## src/rtl/reg_file_pkg.sv

```systemverilog
// rtl/reg_file_pkg.sv - shared constants and write-priority helper for reg_file_mp
package reg_file_pkg;

  localparam int DEF_DATA_W = 32;
  localparam int DEF_ADDR_W = 5;
  localparam int DEF_NRD    = 2;
  localparam int DEF_NWR    = 2;
  localparam int ZERO_REG   = 0;

  localparam int MAX_NWR    = 2;
  localparam int MAX_ADDR_W = 16;
  localparam int SEL_W      = 1;

  typedef logic [MAX_ADDR_W-1:0] addr_x_t;

  typedef struct packed {
    logic             hit;
    logic [SEL_W-1:0] port;
  } wr_sel_t;

  // Highest-index enabled port targeting addr wins; register 0 never matches.
  function automatic wr_sel_t wr_select(
    input logic [MAX_NWR-1:0]                 we,
    input logic [MAX_NWR-1:0][MAX_ADDR_W-1:0] wa,
    input addr_x_t                            addr
  );
    wr_sel_t sel;
    sel = '0;
    for (int i = 0; i < MAX_NWR; i++) begin
      if (we[i] && (wa[i] == addr) && (addr != addr_x_t'(ZERO_REG))) begin
        sel.hit  = 1'b1;
        sel.port = SEL_W'(i);
      end
    end
    return sel;
  endfunction

  function automatic logic wr_hit(
    input logic [MAX_NWR-1:0]                 we,
    input logic [MAX_NWR-1:0][MAX_ADDR_W-1:0] wa,
    input addr_x_t                            addr
  );
    wr_sel_t sel;
    sel = wr_select(we, wa, addr);
    return sel.hit;
  endfunction

endpackage

```

## src/rtl/reg_file_scoreboard.sv

```systemverilog
// rtl/reg_file_scoreboard.sv - per-register pending bits and busy lookup
module reg_file_scoreboard
  import reg_file_pkg::*;
#(
  parameter int ADDR_W = DEF_ADDR_W,
  parameter int NRD    = DEF_NRD,
  parameter int NWR    = DEF_NWR,
  parameter int BYPASS = 1
) (
  input  logic                  clk,
  input  logic                  reset,
  input  logic [NWR-1:0]        we,
  input  logic [NWR*ADDR_W-1:0] wa,
  input  logic [NRD*ADDR_W-1:0] ra,
  input  logic                  rsv,
  input  logic [ADDR_W-1:0]     rsv_addr,
  output logic [NRD-1:0]        busy
);

  localparam int NREGS = 2 ** ADDR_W;

  logic [NREGS-1:0]                   r_pending;
  logic [NREGS-1:0]                   w_pending_nxt;
  logic [MAX_NWR-1:0]                 w_we_x;
  logic [MAX_NWR-1:0][MAX_ADDR_W-1:0] w_wa_x;

  always_comb begin
    w_we_x = '0;
    w_wa_x = '0;
    for (int i = 0; i < NWR; i++) begin
      w_we_x[i] = we[i];
      w_wa_x[i] = MAX_ADDR_W'(wa[i*ADDR_W +: ADDR_W]);
    end
  end

  // Reserve is applied after clears so a new producer supersedes a retiring one.
  always_comb begin
    w_pending_nxt = r_pending;
    for (int i = 0; i < NWR; i++) begin
      if (we[i] && (wa[i*ADDR_W +: ADDR_W] != ADDR_W'(ZERO_REG))) begin
        w_pending_nxt[wa[i*ADDR_W +: ADDR_W]] = 1'b0;
      end
    end
    if (rsv && (rsv_addr != ADDR_W'(ZERO_REG))) begin
      w_pending_nxt[rsv_addr] = 1'b1;
    end
    w_pending_nxt[ZERO_REG] = 1'b0;
  end

  always_ff @(posedge clk or posedge reset) begin
    if (reset) begin
      r_pending <= '0;
    end else begin
      r_pending <= w_pending_nxt;
    end
  end

  for (genvar j = 0; j < NRD; j++) begin : g_busy
    logic [ADDR_W-1:0] w_ra;
    logic              w_wr_hit;
    logic              w_rsv_hit;

    assign w_ra      = ra[j*ADDR_W +: ADDR_W];
    assign w_wr_hit  = wr_hit(w_we_x, w_wa_x, MAX_ADDR_W'(w_ra));
    assign w_rsv_hit = rsv && (rsv_addr == w_ra);
    assign busy[j]   = r_pending[w_ra] && (w_ra != ADDR_W'(ZERO_REG)) &&
                       !((BYPASS != 0) && w_wr_hit && !w_rsv_hit);
  end

endmodule

```

## src/rtl/reg_file_mp.sv

```systemverilog
// rtl/reg_file_mp.sv - multi-port register file with write bypass and pending scoreboard
module reg_file_mp
  import reg_file_pkg::*;
#(
  parameter int DATA_W = DEF_DATA_W,
  parameter int ADDR_W = DEF_ADDR_W,
  parameter int NRD    = DEF_NRD,
  parameter int NWR    = DEF_NWR,
  parameter int BYPASS = 1
) (
  input  logic                  clk,
  input  logic                  reset,
  input  logic [NWR-1:0]        we,
  input  logic [NWR*ADDR_W-1:0] wa,
  input  logic [NWR*DATA_W-1:0] wd,
  input  logic [NRD*ADDR_W-1:0] ra,
  output logic [NRD*DATA_W-1:0] rd,
  output logic [NRD-1:0]        busy,
  input  logic                  rsv,
  input  logic [ADDR_W-1:0]     rsv_addr
);

  localparam int NREGS = 2 ** ADDR_W;

  logic [DATA_W-1:0]                  r_file [NREGS];
  logic [ADDR_W-1:0]                  w_wa   [NWR];
  logic [DATA_W-1:0]                  w_wd   [NWR];
  logic [MAX_NWR-1:0]                 w_we_x;
  logic [MAX_NWR-1:0][MAX_ADDR_W-1:0] w_wa_x;

  for (genvar i = 0; i < NWR; i++) begin : g_wr_unpack
    assign w_wa[i] = wa[i*ADDR_W +: ADDR_W];
    assign w_wd[i] = wd[i*DATA_W +: DATA_W];
  end

  always_comb begin
    w_we_x = '0;
    w_wa_x = '0;
    for (int i = 0; i < NWR; i++) begin
      w_we_x[i] = we[i];
      w_wa_x[i] = MAX_ADDR_W'(w_wa[i]);
    end
  end

  // Later ports overwrite earlier ones in loop order, giving higher-index priority.
  always_ff @(posedge clk or posedge reset) begin
    if (reset) begin
      for (int k = 0; k < NREGS; k++) begin
        r_file[k] <= '0;
      end
    end else begin
      for (int i = 0; i < NWR; i++) begin
        if (we[i] && (w_wa[i] != ADDR_W'(ZERO_REG))) begin
          r_file[w_wa[i]] <= w_wd[i];
        end
      end
    end
  end

  for (genvar j = 0; j < NRD; j++) begin : g_rd
    logic [ADDR_W-1:0] w_ra;
    logic [DATA_W-1:0] w_stored;
    wr_sel_t           w_sel;

    assign w_ra     = ra[j*ADDR_W +: ADDR_W];
    assign w_stored = (w_ra == ADDR_W'(ZERO_REG)) ? '0 : r_file[w_ra];
    assign w_sel    = wr_select(w_we_x, w_wa_x, MAX_ADDR_W'(w_ra));
    // Forwarding is suppressed during reset so reads stay zero.
    assign rd[j*DATA_W +: DATA_W] = ((BYPASS != 0) && !reset && w_sel.hit) ?
                                    w_wd[w_sel.port] : w_stored;
  end

  reg_file_scoreboard #(
    .ADDR_W (ADDR_W),
    .NRD    (NRD),
    .NWR    (NWR),
    .BYPASS (BYPASS)
  ) u_scoreboard (
    .clk      (clk),
    .reset    (reset),
    .we       (we),
    .wa       (wa),
    .ra       (ra),
    .rsv      (rsv),
    .rsv_addr (rsv_addr),
    .busy     (busy)
  );

endmodule

```

## config.mk

```make
export PLATFORM = sky130hd
export DESIGN_NAME = reg_file_mp
export DESIGN_NICKNAME = d
export VERILOG_FILES = /design/src/rtl/reg_file_pkg.sv /design/src/rtl/reg_file_scoreboard.sv /design/src/rtl/reg_file_mp.sv
export SDC_FILE = /design/constraint.sdc
export NUM_CORES = 2
export LEC_CHECK = 0
export ABC_AREA = 1
export CORE_ASPECT_RATIO = 0.75
export CORE_MARGIN = 5
export CORE_UTILIZATION = 45
export CTS_BUF_LIST = sky130_fd_sc_hd__clkbuf_4 sky130_fd_sc_hd__clkbuf_8
export CTS_CLUSTER_SIZE = 8
export DETAILED_ROUTE_END_ITERATION = 10
export SETUP_SLACK_MARGIN = 0.02
export SLEW_MARGIN = 0
export SYNTH_ARGS = -nofsm -noshare
export SYNTH_HDL_FRONTEND = slang
export SYNTH_SLANG_ARGS = --single-unit
```

## constraint.sdc

```tcl
create_clock -name clk -period 90.4 [get_ports clk]
set_clock_uncertainty 0.2 [all_clocks]
set_input_delay 27.12 -clock clk [delete_from_list [all_inputs] [get_ports clk]]
set_output_delay 27.12 -clock clk [all_outputs]
set_load 0.005 [all_outputs]
```

# [After elaboration in Yosys (flattened, before gate mapping)]
# Cells that the tools add are included.
[word_totals] ff_bits=1055 in_bits=94 out_inout_bits=66 word_cells=145
[op_classes] magnitude_cmp=16 eq_ne=6 n_mux=41 n_bitwise=11 reduce_logical=38
[ops] op="$bwmux 1024" n=2
[ops] op="$mux 1024" n=2
[ops] op="$mux 32" n=19
[ops] op="$bmux 32 s5" n=2
[ops] op="$demux 32 s5" n=2
[ops] op="$and 32x32->32" n=2
[ops] op="$not 32->32" n=2
[ops] op="$or 32x32->32" n=1
[ops] op="$eq 5x5->1" n=6
[ops] op="$lt 5x6->1 const B" n=5
[ops] op="$logic_and 1x1->1" n=26
[ops] op="$reduce_bool 5->1" n=5
[ops] op="$ge 6x6->1 const B" n=4
[ops] op="$not 5->6" n=4
[ops] op="$demux 1 s5" n=3
[ops] op="$ge 5x1->1 const B" n=3
[ops] op="$lt 6x1->1 const B" n=2
[ops] op="$bmux 1 s5" n=2
[ops] op="$logic_not 5->1" n=2
[ops] op="$mux 2" n=4
[ops] op="$logic_not 1->1" n=5
[ops] op="$mux 1" n=5
[ops] op="$ge 2x2->1 const B" n=2
[ops] op="$not 1->2" n=2

# [Longest topological paths before layout]
[depth] ltp_word=11 ltp_mapped=16 mapped_depth_nobuf=13

# [Modules after synthesis]
# From an unflattened synthesis, not the netlist that was laid out.
[hier_totals] hier_cells=11116 area_unflattened_um2=72236.8
[modules_own_cells] module="reg_file_mp" n_inst=1 cells_per_inst=10630 area_per_inst_um2=69301.5 seq_area_each_um2=25624.6
[modules_own_cells] module="reg_file_scoreboard" n_inst=1 cells_per_inst=486 area_per_inst_um2=2935.3 seq_area_each_um2=775.7

# [Least setup slack after synthesis]
# Ideal clock, no wire load.
[synth_timing] path_type="input -> output" start="input port reset" end="output port rd[10]" t_arrival_ns=52.553 t_required_ns=63.080 path_slack_ns=10.527 cell_stages=5 path_buffers=1 cell_sequence="inv_1 a21oi_1 buf_2 nand3_1 nand2_1"
[synth_between] elab_chain_cells=3
[synth_rtl] element="from (decl)" line="reg_file_mp.sv:12" rtl="input logic reset,"
[synth_rtl] element="$logic_not 1->1 (no line)"
[synth_rtl] element="$logic_and 1x1->1" line="reg_file_mp.sv:69" rtl="assign rd[j*DATA_W +: DATA_W] = ((BYPASS != 0) && !reset && w_sel.hit) ?"
[synth_rtl] element="$mux 32" line="reg_file_mp.sv:69"
[synth_rtl] element="to (decl)" line="reg_file_mp.sv:17" rtl="output logic [NRD*DATA_W-1:0] rd,"
# Every way passes these cells.

# [Worst setup path after layout]
[layout_timing] start="input port ra[4]" end="output port rd[18]"
[layout_between] elab_chain_cells=9 word_cells_on_any_way=21 classes_between="eq/ne: 2; mux: 10; bitwise: 2; reduce/logical: 7"
[layout_rtl] element="from (decl)" line="reg_file_mp.sv:16" rtl="input logic [NRD*ADDR_W-1:0] ra,"
[layout_rtl] element="branches (longest 8 deep; another with $bmux 32 s5)"
[layout_rtl] element="$mux 32 (*)" line="reg_file_mp.sv:69"
# Every way passes the cells marked *. The select of a mux whose other input is x is not followed.

==> results by group <==
Run status
  • Status: complete, no violations

Clock tree
  • Post-CTS resize count: 0
  • Clock Path Buffers: 3
  • H-Tree Depth: 4
  • Post-CTS Setup Bufs: 0
  • TritonCTS clock tree: done
  • CTS clock-pin slew for the worst setup and hold paths: 60 ps
  • Clock Latency Late Sink: 980 ps
  • CTS sink count: 1055
  • CTS buffer count: 184
  • Cts hold-fix bufs: 0
  • Root Buffer: clkbuf_8

STA
  • FMAX: 16.81 MHz
  • Min Tclk post-route: 59480 ps
  • Worst rel slew slack: 1.464%
  • Worst slew pin tran: 1475 ps
  • Final hold violations: 0
  • Period utilization: 65.80%
  • Endpoints failing setup: 0
  • RSZ-0062 raised after global routing: false
  • Post-route setup TNS: 0 ps
  • Final max-slew violation count: 0

Power
  • Total power: 1655 uW
  • Clock share of power: 30.2%
  • Worst ir drop on vdd: 0.00001567 V
  • Switching pwr: 617.4 uW
  • Seq pwr share: 40.4%
  • Leakage power: 0.03437 uW
  • PD cells: 21.66 nW/um^2
  • Internal Pwr Total: 1037 uW
  • Sw frac: 37.31%
  • Comb power frac: 29.3%

Final layout
  • Fraction of layout cells with a size suffix above 1: 7.037%
  • Layout area overhead: 8.869%
  • Nets: 9759
  • Most frequent cells in the layout: nand2_1, nand3_1, o21ai_0, dfrtp_1, o211ai_1
  • Commonest non-fill, non-tap cell in the layout: nand2_1

Synthesis
  • Post-Syn Area: 70180 um^2
  • Post-Syn Nets: 10290
  • Synth Instances: 10200
  • Synth Area per Inst: 6.883 um^2
  • Synth warn: 0
  • Post-synthesis sequential element count: 1055
  • Sequential share of the synthesized area: 37.62%
  • Synth cell types: 33

Global routing
  • Antenna violations before repair: 37
  • Global-route wire length before repair: 549.8 mm
  • Largest net degree at the start of global routing: 213
  • Gr ovfl total: 0
  • Total GRT Usage: 46.04%
  • Vias in the first global route: 73570

Drt
  • # DRC: 0
  • Initial drt markers: 15590
  • WL/cell: 33.04 um
  • Vias after detailed routing: 82490
  • Post-route ant nets: 0
  • TritonRoute pass-1 iters: 11
  • Vias per inst: 6.904
  • Final WL: 394.8 mm

Worst setup path
  • Critical path type: primary input to primary output
  • Worst reg2reg path depth: 4
  • Setup crit end kind: primary output
  • Worst Setup Start Kind: primary input
  • Maximum fanout along the worst path: 66
  • Critical path startpoint: ra[4]
  • Req. time, crit path: 63080 ps
  • Critical R2R Launch: r_file[809]
  • WP data arrival: 32160 ps
  • Reg-to-Reg End: r_file[809]
  • Reg2Reg Setup Slack: 89190 ps
  • CP endpoint: rd[18]

Floorplan
  • Num rows: 125
  • Starting Density: 45.28%
  • Die height: 352.0 um
  • Core area: 155000 um^2
  • Die width: 466.0 um
  • Die area: 164000 um^2
  • Boundary Pins: 160

Place
  • HPWL after DPL: 222.6 mm
  • RePlAce Congestion: 0.9782
  • # port buffers: 159

Job
  • MaxCap Viol Count: 0

Min path
  • Hold crit path type: register to register
worst max-delay path, cell delays in order:
cell             delay, ps
buf_2                  540
buf_4                  810
o21ai_0                270
nor2_1                 270
nand3_4                710
a21oi_4               1370
nand2_1                110
nand2_1                300
clkdlybuf4s50_1        590
layer usage:
metal,share of wire (%),up-vias,global-route usage [%]
met5,0.029,-,0
met3,18,1962,22.57
li1,-,34040,-
met2,38,7913,59.87
met4,8.4,18,31.91
met1,36,38560,58.95
worst min-delay path by stage:
stage / start / endpoint / slack, ps / cells past startpoint
2_1_floorplan: r_file[1000] / r_file[1000] / 240 / 1
3_3_place_gp: r_file[1000] / r_file[1000] / 180 / 0
3_5_place_dp: r_file[999] / r_file[999] / 190 / 0
4_1_cts: r_file[995] / r_file[995] / 200 / 0
5_1_grt: r_file[998] / r_file[998] / 210 / 0
6_report: r_file[995] / r_file[995] / 200 / 0
through the flow:
stage               hold slack, ps  util (%)  setup slack (ps)  cells  cell area [um^2]
CTS                          200.5     49.20             31070  11900             76260
floorplan                    240.0         -             10530  10200             70180
global placement             175.9     46.62             31140  11570             72250
finish                       199.2     49.30             30920  11950             76410
detailed placement           185.3     46.62             31080  11570             72250
global route                 207.5     49.24             31090  11910             76310
layout make-up:
type | instances | area [um^2]
antenna | 48 | 120.1
clock buffer | 302 | 3806
clock inverter | 25 | 201.4
fill | 15460 | 78590
inverter | 1003 | 3814
multi-input combinational | 7041 | 36070
sequential | 1055 | 26400
tap | 2095 | 2621
timing repair buffer | 380 | 3378
Yosys cell counts (all sizes together):
| master | instances | area (um^2) |
|---|---|---|
| a211oi | 3 | 22.52 |
| a21oi | 450 | 2256 |
| a22oi | 74 | 555.5 |
| a31oi | 41 | 256.5 |
| buf | 282 | 1343 |
| clkbuf | 815 | 3062 |
| clkinv | 22 | 83.83 |
| dfrtp | 1055 | 26400 |
| inv | 981 | 3682 |
| nand2 | 2086 | 7873 |
| nand3 | 1369 | 6857 |
| nand4 | 6 | 37.54 |
| nor2 | 306 | 1211 |
| nor3 | 108 | 560.5 |
| o211ai | 1046 | 7853 |
| o21ai | 1270 | 6356 |
| o22ai | 278 | 1739 |
| o32ai | 3 | 26.28 |
| xnor2 | 1 | 8.760 |
power by group through the flow:
stage	combinational [uW]	sequential [uW]	clock [uW]
final	485	669	500
after global routing	536	679	518
after CTS	467	663	497
after detailed placement	465	670	0
after global placement	453	667	0
after floorplan	340	654	0
state kept, by name (all words and copies together) (netlist names):
signal                  count
u_scoreboard.r_pending     31
r_file                   1024
logic make-up (layout without fill, tap and decap cells):
| logic type | after synthesis | in the layout | synth area share (%) |
|---|---|---|---|
| buffers and inverters | 2100 | 1710 | 11.64 |
| flip-flops | 1055 | 1055 | 37.62 |
| AO/OA/AOI/OAI | 3165 | 3165 | 27.16 |
| other | 0 | 48 | 0 |
| AND/OR/NAND/NOR | 3875 | 3875 | 23.56 |
| XOR/XNOR | 1 | 1 | 0.01248 |
(Power assumes the default switching activity.)
